File: src/rtl/axil_fifo_reader_if.sv
// AXI-Lite read-only channel bundle (AR + R) shared by the FIFO reader and its master.
interface axil_fifo_reader_if #(
  parameter int ADDR_WIDTH = 4,
  parameter int DATA_WIDTH = 32
);
  logic [ADDR_WIDTH-1:0] araddr;
  logic                  arvalid;
  logic                  arready;
  logic [DATA_WIDTH-1:0] rdata;
  logic [1:0]            rresp;
  logic                  rvalid;
  logic                  rready;

  modport master (
    output araddr, arvalid, rready,
    input  arready, rdata, rresp, rvalid
  );

  modport slave (
    input  araddr, arvalid, rready,
    output arready, rdata, rresp, rvalid
  );
endinterface

File: src/rtl/axil_fifo_reader.sv
// AXI-Lite read slave that pops a synchronous FIFO on DATA reads and exposes
// FIFO status plus pop/error counters; one read transaction in flight at a time.
module axil_fifo_reader #(
  parameter int DATA_WIDTH = 32,
  parameter int ADDR_WIDTH = 4
) (
  input  logic                  clk,
  input  logic                  rst_n,
  axil_fifo_reader_if.slave     s_axil,
  output logic                  fifo_rd_en,
  input  logic [DATA_WIDTH-1:0] fifo_rd_data,
  input  logic                  fifo_empty,
  input  logic                  fifo_full
);

  typedef enum logic [1:0] {
    IDLE = 2'd0,
    POP  = 2'd1,
    CAPT = 2'd2,
    RESP = 2'd3
  } state_e;

  localparam logic [1:0] RESP_OKAY   = 2'b00;
  localparam logic [1:0] RESP_SLVERR = 2'b10;

  state_e                state_q, state_d;
  logic                  arready_q, arready_d;
  logic                  rvalid_q, rvalid_d;
  logic [DATA_WIDTH-1:0] rdata_q, rdata_d;
  logic [1:0]            rresp_q, rresp_d;
  logic [31:0]           pop_count_q, pop_count_d;
  logic [15:0]           err_count_q, err_count_d;

  logic                  ar_hs_s;
  logic                  r_hs_s;
  logic                  misaligned_s;
  logic [1:0]            reg_sel_s;

  assign ar_hs_s      = s_axil.arvalid & arready_q;
  assign r_hs_s       = rvalid_q & s_axil.rready;
  assign misaligned_s = (s_axil.araddr[1:0] != 2'b00);
  assign reg_sel_s    = s_axil.araddr[3:2];

  assign s_axil.arready = arready_q;
  assign s_axil.rvalid  = rvalid_q;
  assign s_axil.rdata   = rdata_q;
  assign s_axil.rresp   = rresp_q;

  // State register.
  always_ff @(posedge clk or negedge rst_n) begin
    if (!rst_n) begin
      state_q <= IDLE;
    end else begin
      state_q <= state_d;
    end
  end

  // Next-state logic.
  always_comb begin
    state_d = state_q;
    case (state_q)
      IDLE: begin
        if (ar_hs_s) begin
          if (!misaligned_s && (reg_sel_s == 2'b00)) begin
            state_d = POP;
          end else begin
            state_d = RESP;
          end
        end else begin
          state_d = IDLE;
        end
      end
      POP: begin
        if (!fifo_empty) begin
          state_d = CAPT;
        end else begin
          state_d = RESP;
        end
      end
      CAPT: state_d = RESP;
      RESP: begin
        if (r_hs_s) begin
          state_d = IDLE;
        end else begin
          state_d = RESP;
        end
      end
      default: state_d = IDLE;
    endcase
  end

  // Outputs and datapath next values; arready/rvalid track the upcoming state so they are registered.
  always_comb begin
    fifo_rd_en  = 1'b0;
    arready_d   = (state_d == IDLE);
    rvalid_d    = (state_d == RESP);
    rdata_d     = rdata_q;
    rresp_d     = rresp_q;
    pop_count_d = pop_count_q;
    err_count_d = err_count_q;
    case (state_q)
      IDLE: begin
        if (ar_hs_s) begin
          if (misaligned_s) begin
            rdata_d = {DATA_WIDTH{1'b0}};
            rresp_d = RESP_SLVERR;
          end else begin
            rresp_d = RESP_OKAY;
            case (reg_sel_s)
              2'b01:   rdata_d = DATA_WIDTH'({30'd0, fifo_full, fifo_empty});
              2'b10:   rdata_d = DATA_WIDTH'(pop_count_q);
              2'b11:   rdata_d = DATA_WIDTH'({16'd0, err_count_q});
              default: rdata_d = rdata_q;
            endcase
          end
        end else begin
          rdata_d = rdata_q;
        end
      end
      POP: begin
        if (!fifo_empty) begin
          fifo_rd_en  = 1'b1;
          pop_count_d = pop_count_q + 32'd1;
        end else begin
          rdata_d = {DATA_WIDTH{1'b0}};
          rresp_d = RESP_SLVERR;
          if (err_count_q != 16'hFFFF) begin
            err_count_d = err_count_q + 16'd1;
          end else begin
            err_count_d = err_count_q;
          end
        end
      end
      CAPT: begin
        rdata_d = fifo_rd_data;
        rresp_d = RESP_OKAY;
      end
      RESP: begin
        rdata_d = rdata_q;
        rresp_d = rresp_q;
      end
      default: begin
        fifo_rd_en = 1'b0;
      end
    endcase
  end

  // Datapath and handshake registers.
  always_ff @(posedge clk or negedge rst_n) begin
    if (!rst_n) begin
      arready_q   <= 1'b0;
      rvalid_q    <= 1'b0;
      rdata_q     <= {DATA_WIDTH{1'b0}};
      rresp_q     <= 2'b00;
      pop_count_q <= 32'd0;
      err_count_q <= 16'd0;
    end else begin
      arready_q   <= arready_d;
      rvalid_q    <= rvalid_d;
      rdata_q     <= rdata_d;
      rresp_q     <= rresp_d;
      pop_count_q <= pop_count_d;
      err_count_q <= err_count_d;
    end
  end

endmodule
File: src/flat_wrapper.sv
// flat-port wrapper written by rule: the top's interface ports become plain ports
module axil_fifo_reader_flat 
#(
  parameter int DATA_WIDTH = 32,
  parameter int ADDR_WIDTH = 4
)
  (clk, rst_n, fifo_rd_en, fifo_rd_data, fifo_empty, fifo_full, s_axil_araddr, s_axil_arvalid, s_axil_rready, s_axil_arready, s_axil_rdata, s_axil_rresp, s_axil_rvalid);
  axil_fifo_reader_if #(.ADDR_WIDTH(ADDR_WIDTH), .DATA_WIDTH(DATA_WIDTH)) s_axil_i ();
  input  logic clk;
  input  logic rst_n;
  output logic fifo_rd_en;
  input  logic [DATA_WIDTH-1:0] fifo_rd_data;
  input  logic fifo_empty;
  input  logic fifo_full;
  input wire logic [$bits(s_axil_i.araddr)-1:0] s_axil_araddr;
  input wire logic [$bits(s_axil_i.arvalid)-1:0] s_axil_arvalid;
  input wire logic [$bits(s_axil_i.rready)-1:0] s_axil_rready;
  output wire logic [$bits(s_axil_i.arready)-1:0] s_axil_arready;
  output wire logic [$bits(s_axil_i.rdata)-1:0] s_axil_rdata;
  output wire logic [$bits(s_axil_i.rresp)-1:0] s_axil_rresp;
  output wire logic [$bits(s_axil_i.rvalid)-1:0] s_axil_rvalid;
  assign s_axil_i.araddr = s_axil_araddr;
  assign s_axil_i.arvalid = s_axil_arvalid;
  assign s_axil_i.rready = s_axil_rready;
  assign s_axil_arready = s_axil_i.arready;
  assign s_axil_rdata = s_axil_i.rdata;
  assign s_axil_rresp = s_axil_i.rresp;
  assign s_axil_rvalid = s_axil_i.rvalid;
  axil_fifo_reader #(.DATA_WIDTH(DATA_WIDTH), .ADDR_WIDTH(ADDR_WIDTH)) u_core (.clk(clk), .rst_n(rst_n), .s_axil(s_axil_i), .fifo_rd_en(fifo_rd_en), .fifo_rd_data(fifo_rd_data), .fifo_empty(fifo_empty), .fifo_full(fifo_full));
endmodule
File: config.mk
export PLATFORM = sky130hd
export DESIGN_NAME = axil_fifo_reader_flat
export DESIGN_NICKNAME = d
export VERILOG_FILES = /design/src/rtl/axil_fifo_reader_if.sv /design/src/rtl/axil_fifo_reader.sv /design/src/flat_wrapper.sv
export SDC_FILE = /design/constraint.sdc
export NUM_CORES = 1
export LEC_CHECK = 0
export CAP_MARGIN = 30
export CORE_MARGIN = 2
export CORE_UTILIZATION = 35
export CTS_BUF_LIST = sky130_fd_sc_hd__clkbuf_8
export DETAILED_ROUTE_END_ITERATION = 7
export MAX_ROUTING_LAYER = met4
export SETUP_SLACK_MARGIN = 0.4
export SYNTH_ARGS = -nofsm -noshare
export SYNTH_HDL_FRONTEND = slang
export SYNTH_SLANG_ARGS = --single-unit
File: constraint.sdc
create_clock -name clk -period 2 [get_ports clk]
set_input_delay 0.4 -clock clk [delete_from_list [all_inputs] [get_ports clk]]
set_output_delay 0.4 -clock clk [all_outputs]
set_load 0.03 [all_outputs]
==> results.ini <==
[setup_path]
arrival_ps = 2150
critical_path_class = flop to flop
cp-start-kind = flop
start_point_of_the_critical_path = u_core.state_q[0]
r2r_setup_slk_ps = 100
crit_required_ps = 2260
worstReg2RegEnd = u_core.s_axil.rdata[12]
number_of_cells_on_the_worst_reg_to_reg_path = 8
worst-path-max-fanout = 15
rr_startpoint = u_core.state_q[0]
timing.critical_path.to_type = flop

[routing]
route.met2.wl_mm = 5.50
route.met3.wl_um = 530
postRouteWirelength_mm = 11.2
drt_first_pass_iters = 4
route.vias.total = 3440
detail_route.drc_violations = 0
wirelength_met1_mm = 5.06
routed_vias_inst = 5.07
routedWlPerCell_um = 16.5
top_layer_used = met4
drt-initial-drc-count = 243
drtAntennaViolNets = 0

[sta]
timing.final.ws_setup_ps = 104
worst_pin_slew_ps = 666
setup_violations = 0
timing.clock.skew_ps = 9.30
achievable-frequency_mhz = 527
slew_violations = 0
setup_repair_after_global_routing_missed_its_margin = yes
hold_violations = 0
post-route-min-period_ps = 1900
timing.slew.headroom_pct = 55.4
layout_worst_path_cycle_share_pct = 94.8

[global_routing]
global_route_total_overflow = 0
grt_first_pass_wirelength_mm = 18.3
globalRouteTotalUtil_pct = 18.1
grt_max_degree = 40
antenna_found_initial = 0
first_global_vias = 3658

[power_and_ir_drop]
p_per_area_nw_per_um2 = 1300
pwr_total_mw = 8.29
p_leak_nw = 3.05
vdd_ir_drop_max_v = 0.000750

[synthesis]
synthesis.yosys.warnings = 0
syn-cell-area_um2 = 4400
synth_cell_type_count = 43
synth-seq-cells = 85
synth_area_per_cell_um2 = 11.5
synth_instances = 381
synth_async_sr_flop_share_pct = 100
syn-num-nets = 433
seq_area_frac_synth_pct = 48.4
synthFlopType = dfrtp_1
edff_count_synth = 0

[layout]
area_growth_syn_to_layout_pct = 45.2
layout-drive-gt1-share_pct = 31.4
antenna_diode_count = 0
num-nets-final = 557

[cts]
cts_inserted_buffers = 9
h-tree-depth = 3
clkTransAtPathRegs_ps = 90
clock_insertion_delay_worst_skew_ps = 370
cts_buffer_depth = 2
clock-sinks = 85
cts-root-buf = clkbuf_8
clock_tree_from_tritoncts = built

[floorplanning]
io_pins = 79
design.die.area_um2 = 13500
die_height_um = 116
placementRows = 40
core_um2 = 12100
floorplan.die.width_um = 116
initial_core_util_pct = 36.3

[placement]
place.gp.congestion = 0.806
detailedPlacementHpwl_mm = 7.67
buffer_ports.inserted = 77
dpl_ws_ps = -358

[run_status]
run_status = finished clean

[min_path]
hold_path.class = input pin to async pin

[run]
cap_viol_max_count = 0

## worst max-delay path by stage
stage / endpoint / slack, ps / cells after the start
global route: u_core.s_axil.rdata[3] / 40 / 9
CTS: fifo_rd_en / 100 / 6
finish: u_core.s_axil.rdata[12] / 100 / 8
floorplan: u_core.s_axil.rdata[0] / 210 / 8
detailed placement: u_core.s_axil.rdata[5] / -360 / 7
global placement: u_core.s_axil.rdata[5] / -340 / 7
## final cells by class
type	instances	area [µm²]
Multi-Input combinational cell	273	2500
Sequential cell	85	2130
Timing Repair Buffer	128	1270
Clock inverter	6	109
Fill cell	1080	5730
Clock buffer	10	138
Tap cell	168	210
Inverter	8	30.0
## state kept, by name (all words and copies together), names as in the netlist
register               flops
u_core.err_count_q        16
u_core.s_axil.rresp        1
u_core.s_axil.rdata       32
u_core.state_q             2
u_core.s_axil.arready      1
u_core.s_axil.rvalid       1
u_core.pop_count_q        32
## logic make-up after synthesis
logic type,count (synthesis),share of synthesized area [%]
AO/OA/AOI/OAI,52,9.17
XOR/XNOR,45,8.97
adder cells (fa/ha/maj),10,2.85
buffers and inverters,23,2.79
flip-flops,85,48.4
multiplexers,34,11.3
other,1,0.0853
AND/OR/NAND/NOR,131,16.5
## stage by stage
step	cells	hold slack, ps	cell area, µm²	setup TNS [ps]	util [%]
after detailed placement	644	348	5660	-10270	46.7
final	678	487	6380	0	52.7
after global routing	678	514	6380	0	52.7
after global placement	644	345	5660	-8710	46.7
after CTS	671	482	6090	0	50.3
after floorplan	381	104	4460	0	-
## Yosys cell counts (all sizes together) (3+ instances only)
cell | count | area (µm²)
nand2 | 50 | 190
a211oi | 3 | 35.0
a22o | 18 | 158
a21oi | 7 | 35.0
nor4b | 4 | 41.3
a31oi | 3 | 18.8
buf | 7 | 62.6
o21ai | 3 | 15.0
ha | 10 | 125
and3 | 6 | 37.5
nor4 | 4 | 25.0
a22oi | 14 | 105
xor2 | 18 | 158
nor3 | 4 | 30.0
mux2 | 34 | 495
dfrtp | 85 | 2130
and2 | 5 | 31.3
inv | 8 | 30.0
and4 | 6 | 52.6
nand4 | 20 | 125
xnor2 | 27 | 236
clkbuf | 8 | 30.0
nand3 | 10 | 50.1
nand4b | 4 | 35.0
nor2 | 10 | 37.5
## placed cells by master (no fill, tap or decap), types with 4 or more instances in the layout
| cell | instances |
|---|---|
| xnor2_1 | 25 |
| nand3_1 | 5 |
| a22oi_2 | 7 |
| a22oi_1 | 7 |
| nand2_1 | 44 |
| ha_1 | 7 |
| nor2_1 | 9 |
| buf_12 | 6 |
| dlygate4sd2_1 | 33 |
| nand4b_1 | 4 |
| buf_4 | 31 |
| inv_1 | 6 |
| xor2_1 | 18 |
| nand2_4 | 4 |
| dfrtp_1 | 85 |
| nand4_1 | 20 |
| clkdlybuf4s50_1 | 38 |
| mux2_4 | 31 |
| a22o_1 | 18 |
| clkbuf_8 | 10 |
| buf_6 | 13 |
| nand3_2 | 4 |
| and3_1 | 6 |
## repair_timing
item,in CTS,in global routing
resized for setup,70,48
setup endpoints to repair,110,85
endpoints found under the hold margin,27,0
setup buffers,9,6
hold buffers,1,0
pin swaps,7,18
gates cloned,1,1
## power breakdown
group          switching (mW)  internal [mW]  total [mW]
clock                   0.635          0.864        1.50
combinational            2.13           2.15        4.28
sequential              0.348           2.16        2.51
## metal layers
layer,GRT usage (%),vias up
li1,-,1621
met1,23.2,1712
met2,28.7,95
met3,3.66,12
met4,6.19,0
met5,-,-
## critical path, cell delays in order, from the launching register on
cell and delay, ps:
dfrtp_1 410, buf_6 130, ha_4 150, nor2b_4 130, buf_6 110, a211oi_4 210
nand2_4 140, buf_12 190, mux2_4 310
Power figures use the tool's default switching activity.
